==> config.mk <==
export PLATFORM = sky130hd
export DESIGN_NAME = cla_pipe_adder
export DESIGN_NICKNAME = d
export VERILOG_FILES = /design/src/rtl/cla_pipe_adder.sv
export SDC_FILE = /design/constraint.sdc
export NUM_CORES = 1
export LEC_CHECK = 0
export ABC_CLOCK_PERIOD_IN_PS = 2350
export CAP_MARGIN = 20
export CORE_MARGIN = 8
export CORE_UTILIZATION = 47
export CTS_CLUSTER_SIZE = 30
export DETAILED_ROUTE_END_ITERATION = 7
export GPL_ROUTABILITY_DRIVEN = 0
export PLACE_DENSITY = 0.86
export SLEW_MARGIN = 20
export SYNTH_ARGS = -nofsm -noshare
export SYNTH_HDL_FRONTEND = slang
export SYNTH_SLANG_ARGS = --single-unit
export TNS_END_PERCENT = 5
==> constraint.sdc <==
create_clock -name CLK -period 2.35 [get_ports CLK]
set_input_delay 0.47 -clock CLK [delete_from_list [all_inputs] [get_ports CLK]]
set_output_delay 0.47 -clock CLK [all_outputs]
set_load 0.02 [all_outputs]
==> src/rtl/cla_pipe_adder.sv <==
// Two-stage pipelined carry-lookahead adder with word-level generate/propagate
// outputs for cascading into a second-level lookahead unit.
module cla_pipe_adder #(
    parameter int WIDTH = 16,
    parameter int GROUP = 4
) (
    input  logic             CLK,
    input  logic             RSTN,
    input  logic             IN_VALID,
    output logic             IN_READY,
    input  logic [WIDTH-1:0] A,
    input  logic [WIDTH-1:0] B,
    input  logic             CIN,
    output logic             OUT_VALID,
    input  logic             OUT_READY,
    output logic [WIDTH-1:0] SUM,
    output logic             COUT,
    output logic             OVF,
    output logic             GG,
    output logic             GP
);

    localparam int NG = WIDTH / GROUP;

    if ((WIDTH % GROUP) != 0 || WIDTH < 4 || WIDTH > 64 || GROUP < 2 || GROUP > 8) begin : g_param_check
        $error("cla_pipe_adder: WIDTH must be 4..64 and a multiple of GROUP (2..8)");
    end

    // Handshake: a beat moves across an interface on a cycle where valid and
    // ready are both high at the rising edge; valid never waits on ready, and
    // IN_READY depends only on pipeline occupancy and OUT_READY.

    // ---------------- stage 1: bit, group and word generate/propagate
    logic [WIDTH-1:0]             w_g;
    logic [WIDTH-1:0]             w_p;
    logic [NG-1:0]                w_gk;
    logic [NG-1:0]                w_pk;
    logic                         w_gg;
    logic                         w_gp;
    logic [NG-1:0][GROUP-2:0]     w_gl;

    assign w_g = A & B;
    assign w_p = A ^ B;

    // Ripple form of the lookahead reduction: acc = g[j] | p[j] & acc.
    always_comb begin
        w_gk = '0;
        w_pk = '0;
        w_gl = '0;
        w_gg = 1'b0;
        w_gp = 1'b1;
        for (int k = 0; k < NG; k++) begin
            w_pk[k] = 1'b1;
            for (int j = 0; j < GROUP; j++) begin
                w_gk[k] = w_g[k*GROUP+j] | (w_p[k*GROUP+j] & w_gk[k]);
                w_pk[k] = w_pk[k] & w_p[k*GROUP+j];
            end
            for (int j = 0; j < GROUP - 1; j++) begin
                w_gl[k][j] = w_g[k*GROUP+j];
            end
            w_gg = w_gk[k] | (w_pk[k] & w_gg);
            w_gp = w_gp & w_pk[k];
        end
    end

    // Stage 2 also needs the bit generates below each group's top bit to form
    // the intra-group carries; the top bit's generate is already folded into Gk.
    logic                         r_v1;
    logic [WIDTH-1:0]             r_p;
    logic [NG-1:0][GROUP-2:0]     r_gl;
    logic [NG-1:0]                r_gk;
    logic [NG-1:0]                r_pk;
    logic                         r_gg1;
    logic                         r_gp1;
    logic                         r_cin;

    logic r_v2;

    assign IN_READY = ~r_v1 | ~r_v2 | OUT_READY;

    always_ff @(posedge CLK or negedge RSTN) begin
        if (!RSTN) begin
            r_v1  <= 1'b0;
            r_p   <= '0;
            r_gl  <= '0;
            r_gk  <= '0;
            r_pk  <= '0;
            r_gg1 <= 1'b0;
            r_gp1 <= 1'b0;
            r_cin <= 1'b0;
        end else begin
            if (IN_READY) begin
                r_v1 <= IN_VALID;
            end
            if (IN_READY && IN_VALID) begin
                r_p   <= w_p;
                r_gl  <= w_gl;
                r_gk  <= w_gk;
                r_pk  <= w_pk;
                r_gg1 <= w_gg;
                r_gp1 <= w_gp;
                r_cin <= CIN;
            end
        end
    end

    // ---------------- stage 2: group carries, intra-group carries, sum
    logic [NG:0]      w_gc;
    logic [WIDTH-1:0] w_c;
    logic [WIDTH-1:0] w_sum;
    logic             w_cout;
    logic             w_ovf;
    logic             w_s2_load;

    always_comb begin
        w_gc    = '0;
        w_c     = '0;
        w_gc[0] = r_cin;
        for (int k = 0; k < NG; k++) begin
            w_gc[k+1] = r_gk[k] | (r_pk[k] & w_gc[k]);
        end
        for (int k = 0; k < NG; k++) begin
            w_c[k*GROUP] = w_gc[k];
            for (int j = 1; j < GROUP; j++) begin
                w_c[k*GROUP+j] = r_gl[k][j-1] | (r_p[k*GROUP+j-1] & w_c[k*GROUP+j-1]);
            end
        end
    end

    assign w_sum     = r_p ^ w_c;
    assign w_cout    = w_gc[NG];
    assign w_ovf     = w_c[WIDTH-1] ^ w_gc[NG];
    assign w_s2_load = r_v1 & (~r_v2 | OUT_READY);

    logic [WIDTH-1:0] r_sum;
    logic             r_cout;
    logic             r_ovf;
    logic             r_gg2;
    logic             r_gp2;

    always_ff @(posedge CLK or negedge RSTN) begin
        if (!RSTN) begin
            r_v2   <= 1'b0;
            r_sum  <= '0;
            r_cout <= 1'b0;
            r_ovf  <= 1'b0;
            r_gg2  <= 1'b0;
            r_gp2  <= 1'b0;
        end else if (w_s2_load) begin
            r_v2   <= 1'b1;
            r_sum  <= w_sum;
            r_cout <= w_cout;
            r_ovf  <= w_ovf;
            r_gg2  <= r_gg1;
            r_gp2  <= r_gp1;
        end else if (OUT_READY) begin
            r_v2 <= 1'b0;
        end
    end

    assign OUT_VALID = r_v2;
    assign SUM       = r_sum;
    assign COUT      = r_cout;
    assign OVF       = r_ovf;
    assign GG        = r_gg2;
    assign GP        = r_gp2;

endmodule
==> After elaboration in Yosys (flattened, before gate mapping) <==
Index checks and enable logic that the tools add are counted.
{ "word_totals": {"inputBits": 37, "ff_bits": 61, "out_inout_bits": 22} }
{ "op_classes": {"reduce_logical": 2, "bitwise_logic": 87, "mux": 2} }
{ "ops": {"columns": ["op", "n"], "rows": [
  ["$and 1x1->1", 47],
  ["$or 1x1->1", 34],
  ["$xor 16x16->16", 2],
  ["$and 16x16->16", 1],
  ["$mux 1", 2],
  ["$not 1->1", 2],
  ["$reduce_bool 2->1", 1],
  ["$logic_and 1x1->1", 1],
  ["$xor 1x1->1", 1]
]} }

==> Depth between registers and ports, before layout <==
{ "logic_depth": {"depth_word": 13, "depth_mapped": 11} }

==> Least setup slack after synthesis <==
Ideal clock, no wire load.
{ "synth_timing": {"path_type": "register -> register", "startpoint": "register r_cin", "endpoint": "register r_ovf (netlist: OVF)", "slack_ps": -89, "setup_ps": 124, "stages_incl_launch_ff": 12, "n_path_buf": 0, "arrival_ps": 2316, "cell_sequence": "dfrtp_1 a21o_1 a31o_1 ha_1 or2_1 ha_1 or2_1 ha_1 nor2_1 or3_1 a21oi_1 a211o_1"} }
{ "synth_between": {"elab_chain_len": 13} }
{ "synth_rtl": {"columns": ["item", "line_no", "text"], "rows": [
  ["start: declaration", "75", "logic r_cin;"],
  ["start signal: assignment", "90", "r_cin <= 1'b0;"],
  ["start signal: assignment", "102", "r_cin <= CIN;"],
  ["$and 1x1->1 (*)", "120", "w_gc[k+1] = r_gk[k] | (r_pk[k] & w_gc[k]);"],
  ["$or 1x1->1 (*)", "120", null],
  ["$and 1x1->1 (*)", "120", null],
  ["$or 1x1->1 (*)", "120", null],
  ["$and 1x1->1 (*)", "120", null],
  ["$or 1x1->1 (*)", "120", null],
  ["$and 1x1->1", "125", "w_c[k*GROUP+j] = r_gl[k][j-1] | (r_p[k*GROUP+j-1] & w_c[k*GROUP+j-1]);"],
  ["$or 1x1->1", "125", null],
  ["$and 1x1->1", "125", null],
  ["$or 1x1->1", "125", null],
  ["$and 1x1->1", "125", null],
  ["$or 1x1->1", "125", null],
  ["$xor 1x1->1 (*)", "132", "assign w_ovf = w_c[WIDTH-1] ^ w_gc[NG];"],
  ["end signal: assignment", "153", "r_ovf <= w_ovf;"],
  ["end: declaration", "137", "logic r_ovf;"]
]} }
Every way passes the cells marked *; elsewhere a longest branch is shown, timed or not.
A chain may end at the register's enable or synchronous reset.

==> Worst setup path after layout <==
Same ends and word-level chain as after synthesis.

==> metrics.txt <==
Cell Count, Final, Fillers Out=375; die area=approximately 9500 sq um; layout cells sized above 1=0.255; flops & latches, synth=just over 60; worst skew pair latency=~340 ps; worst reg2reg path endpoint=OVF$_DFFE_PN0P_; CP endpoint kind=flop; buffers added on ports=58; CTS Buf Count=9; Syn Inst Count=approximately 220; 1st-iter DRT viols=55; Cell Chain, Critical Path=a21o_1 -> a31o_1 -> ha_2 -> or2_1 -> ha_2 -> or2_4 -> ha_4 -> o2111ai_2 -> mux2i_1 -> a211o_1; type of the worst min-delay path=primary input to asynchronous set/reset pin; Post-layout nets=358; Slowest-stage cell, CP=dfrtp_1; max incr delay on CP=about 380 ps; crit path kind=flop to flop; IO Pins=approximately 60; CTS H-tree depth=3; Tot Pwr=0.00381 W; vias in the first global route=between 2,000 and 2,500; Final Cycle Share=1.01; clk_skew=between 15 and 20 ps; DRT antenna net count=0; DR vias/cell=roughly 5.3; drt wl/cell=about 17 um; # clock sinks=61; status=finished with violations; R2R depth=10; pin count of the biggest net entering global routing=40; first-pass GRT wire length=~11 mm; Ys Warns=0; PD cells=936 nW/um^2; Max FO, Critical Path=2; CP required=~2600 ps; Die Ht=97.6 um; relative slew slack=0.630; Synthesized Nets=roughly 290; worst vdd ir=0.564 mV; Avg Inst Size Synth=roughly 14 sq um; Overflow after GRT=0; Post-route DRC=0; r2r setup slk=-30 ps; Routed WL=around 6.5 mm; # fillers=around 450; Max Clock Freq=between 0.4 and 0.5 GHz; crit path to=OVF$_DFFE_PN0P_; antenna violations before repair=0; Max-cap violations=0; placed insts=359; most frequent CP cell=ha_2; Seq/Total Area, Yosys=0.487; CTS tree=yes; Worst-Margin Slew=555 ps; clock-pin transition on the worst setup and hold timing paths=approximately 80 ps; final instance area=roughly 4100 sq um; Post-Syn Area=roughly 3100 sq um; n_diodes=0; unrepaired setup endpoints after global routing=true; Initial Util=0.490; setup TNS=-33.2 ps; Setup crit start=r_cin$_DFFE_PN0P_; Final min period=around 2400 ps; count of final hold-check violations=0; dpl cell area=between 3000 and 4000 sq um; Final setup violation count=1; Total GRT Usage=0.141; number of core rows=29; Max Buffers Root-to-Sink=2; final worst setup slack=-33.2 ps; Final Max Tran Viols=0; Area Growth Syn to Fin=29.9%; instance count on the critical path=10; Root Driver=clkbuf_8; r2r startpoint=r_cin$_DFFE_PN0P_; Core Footprint=around 6400 sq um; largest delay contributor family on the critical path=compound AO/OA/AOI/OAI gates; Crit path arrival time=approximately 2600 ps; type of origin of the critical path=flop; failing checks=setup timing; setup bufs post-CTS=0; post-detail-place hpwl=roughly 4.7 mm; leakage=1.94 nW; routed via count=approximately 2,000; Netlist cell types=32; drt pass-1 iters=4; worst path bufs/invs=0; die width=approximately 98 um
==> state kept, by name (all words and copies together) (netlist names), 4 cells and up <==
signal  cells
SUM        16
r_p        16
r_gl       12
r_gk        4
r_pk        4
==> timing repair <==
action / in CTS / in global routing
pin swaps: 1 / 3
hold buffers: 0 / 0
gates resized for setup: 3 / 6
endpoints found under the setup margin: 2 / 4
==> per-layer routing <==
metal / up-vias / wire length [um] / share of wire / GRT usage
met5: - / 0 / 0 / 0
met4: 0 / 123 / 0.019 / 0.0524
met3: 11 / 332 / 0.051 / 0.0455
met2: 40 / 3070 / 0.47 / 0.221
met1: 987 / 2960 / 0.46 / 0.177
li1: 940 / - / - / -
==> cell families (layout without fill, tap and decap cells) <==
family,count (synthesis),count (layout),share of synthesized area
DFF,61,61,0.487
xor gates and xnor gates,4,4,0.0112
muxes,48,48,0.218
AOI/OAI and AO/OA,32,32,0.0655
buffers and inverters,8,85,0.0316
adders and majority gates,28,28,0.112
and+or+nand+nor,40,40,0.0747
==> power by group <==
group	total, W	internal, W	switching [W]
Combinational	0.00130	0.000740	0.000555
Sequential	0.00146	0.00130	0.000156
Clock	0.00105	0.000652	0.000402
Total	0.00381	0.00270	0.00111
==> how the worst min path moves through the flow <==
stage,from,to,depth (start not counted)
final,RSTN,SUM[4]$_DFFE_PN0P_,1
after global routing,RSTN,SUM[5]$_DFFE_PN0P_,1
after CTS,RSTN,SUM[6]$_DFFE_PN0P_,1
after detailed placement,SUM[3]$_DFFE_PN0P_,SUM[3]$_DFFE_PN0P_,2
after global placement,SUM[7]$_DFFE_PN0P_,SUM[7]$_DFFE_PN0P_,2
after floorplan,RSTN,COUT$_DFFE_PN0P_,0
==> layout make-up <==
type	instances	area, sq um	area share
flip-flops and latches	61	1530	0.375
well taps	77	96.3	0.0237
multi-input cells	152	1550	0.380
clock buffers	12	155	0.0381
inverters	2	7.51	0.00185
clock inverters	4	70.1	0.0172
repair buffers	67	668	0.164
==> Yosys cell counts, drive strengths merged <==
cell type	count	area (sq um)
a21oi	11	55.1
nand2	16	83.8
nor2	7	26.3
o21ai	10	50.0
mux2	47	672
dfrtp	61	1530
a21o	4	30.0
a2111oi	1	15.0
or3	1	6.26
nand4	3	18.8
ha	28	350
inv	2	7.51
a211o	1	8.76
o2111ai	1	8.76
a221o	1	10.0
buf	6	91.3
nand2b	3	18.8
nor3	1	10.0
xor2	4	35.0
o2bb2ai	1	8.76
a31o	1	8.76
a32o	1	10.0
or2	8	50.1
mux2i	1	10.0
nand3b	1	20.0
==> metrics by stage <==
stage | util | hold WS [ps] | worst slack [ps]
6_report | 0.637 | 114 | -33.2
3_5_place_dp | 0.596 | 475 | -50.8
3_3_place_gp | 0.596 | 469 | 12.7
4_1_cts | 0.633 | 131 | -26.2
2_1_floorplan | - | 174 | 11.2
5_1_grt | 0.637 | 155 | -117
==> cells in the final DEF (no fill, tap or decap), drive strengths merged, types with 2 or more instances in the layout <==
master         instances
clkinv                 2
nor2                   7
bufinv                 2
clkdlybuf4s50         57
a21o                   4
clkbuf                12
buf                   10
a21oi                 11
inv                    2
ha                    28
nand2                 16
o21ai                 10
dfrtp                 61
mux2                  47
nand4                  3
or2                    8
xor2                   4
nand2b                 3
Note: power is estimated with default switching activity, not from simulation.
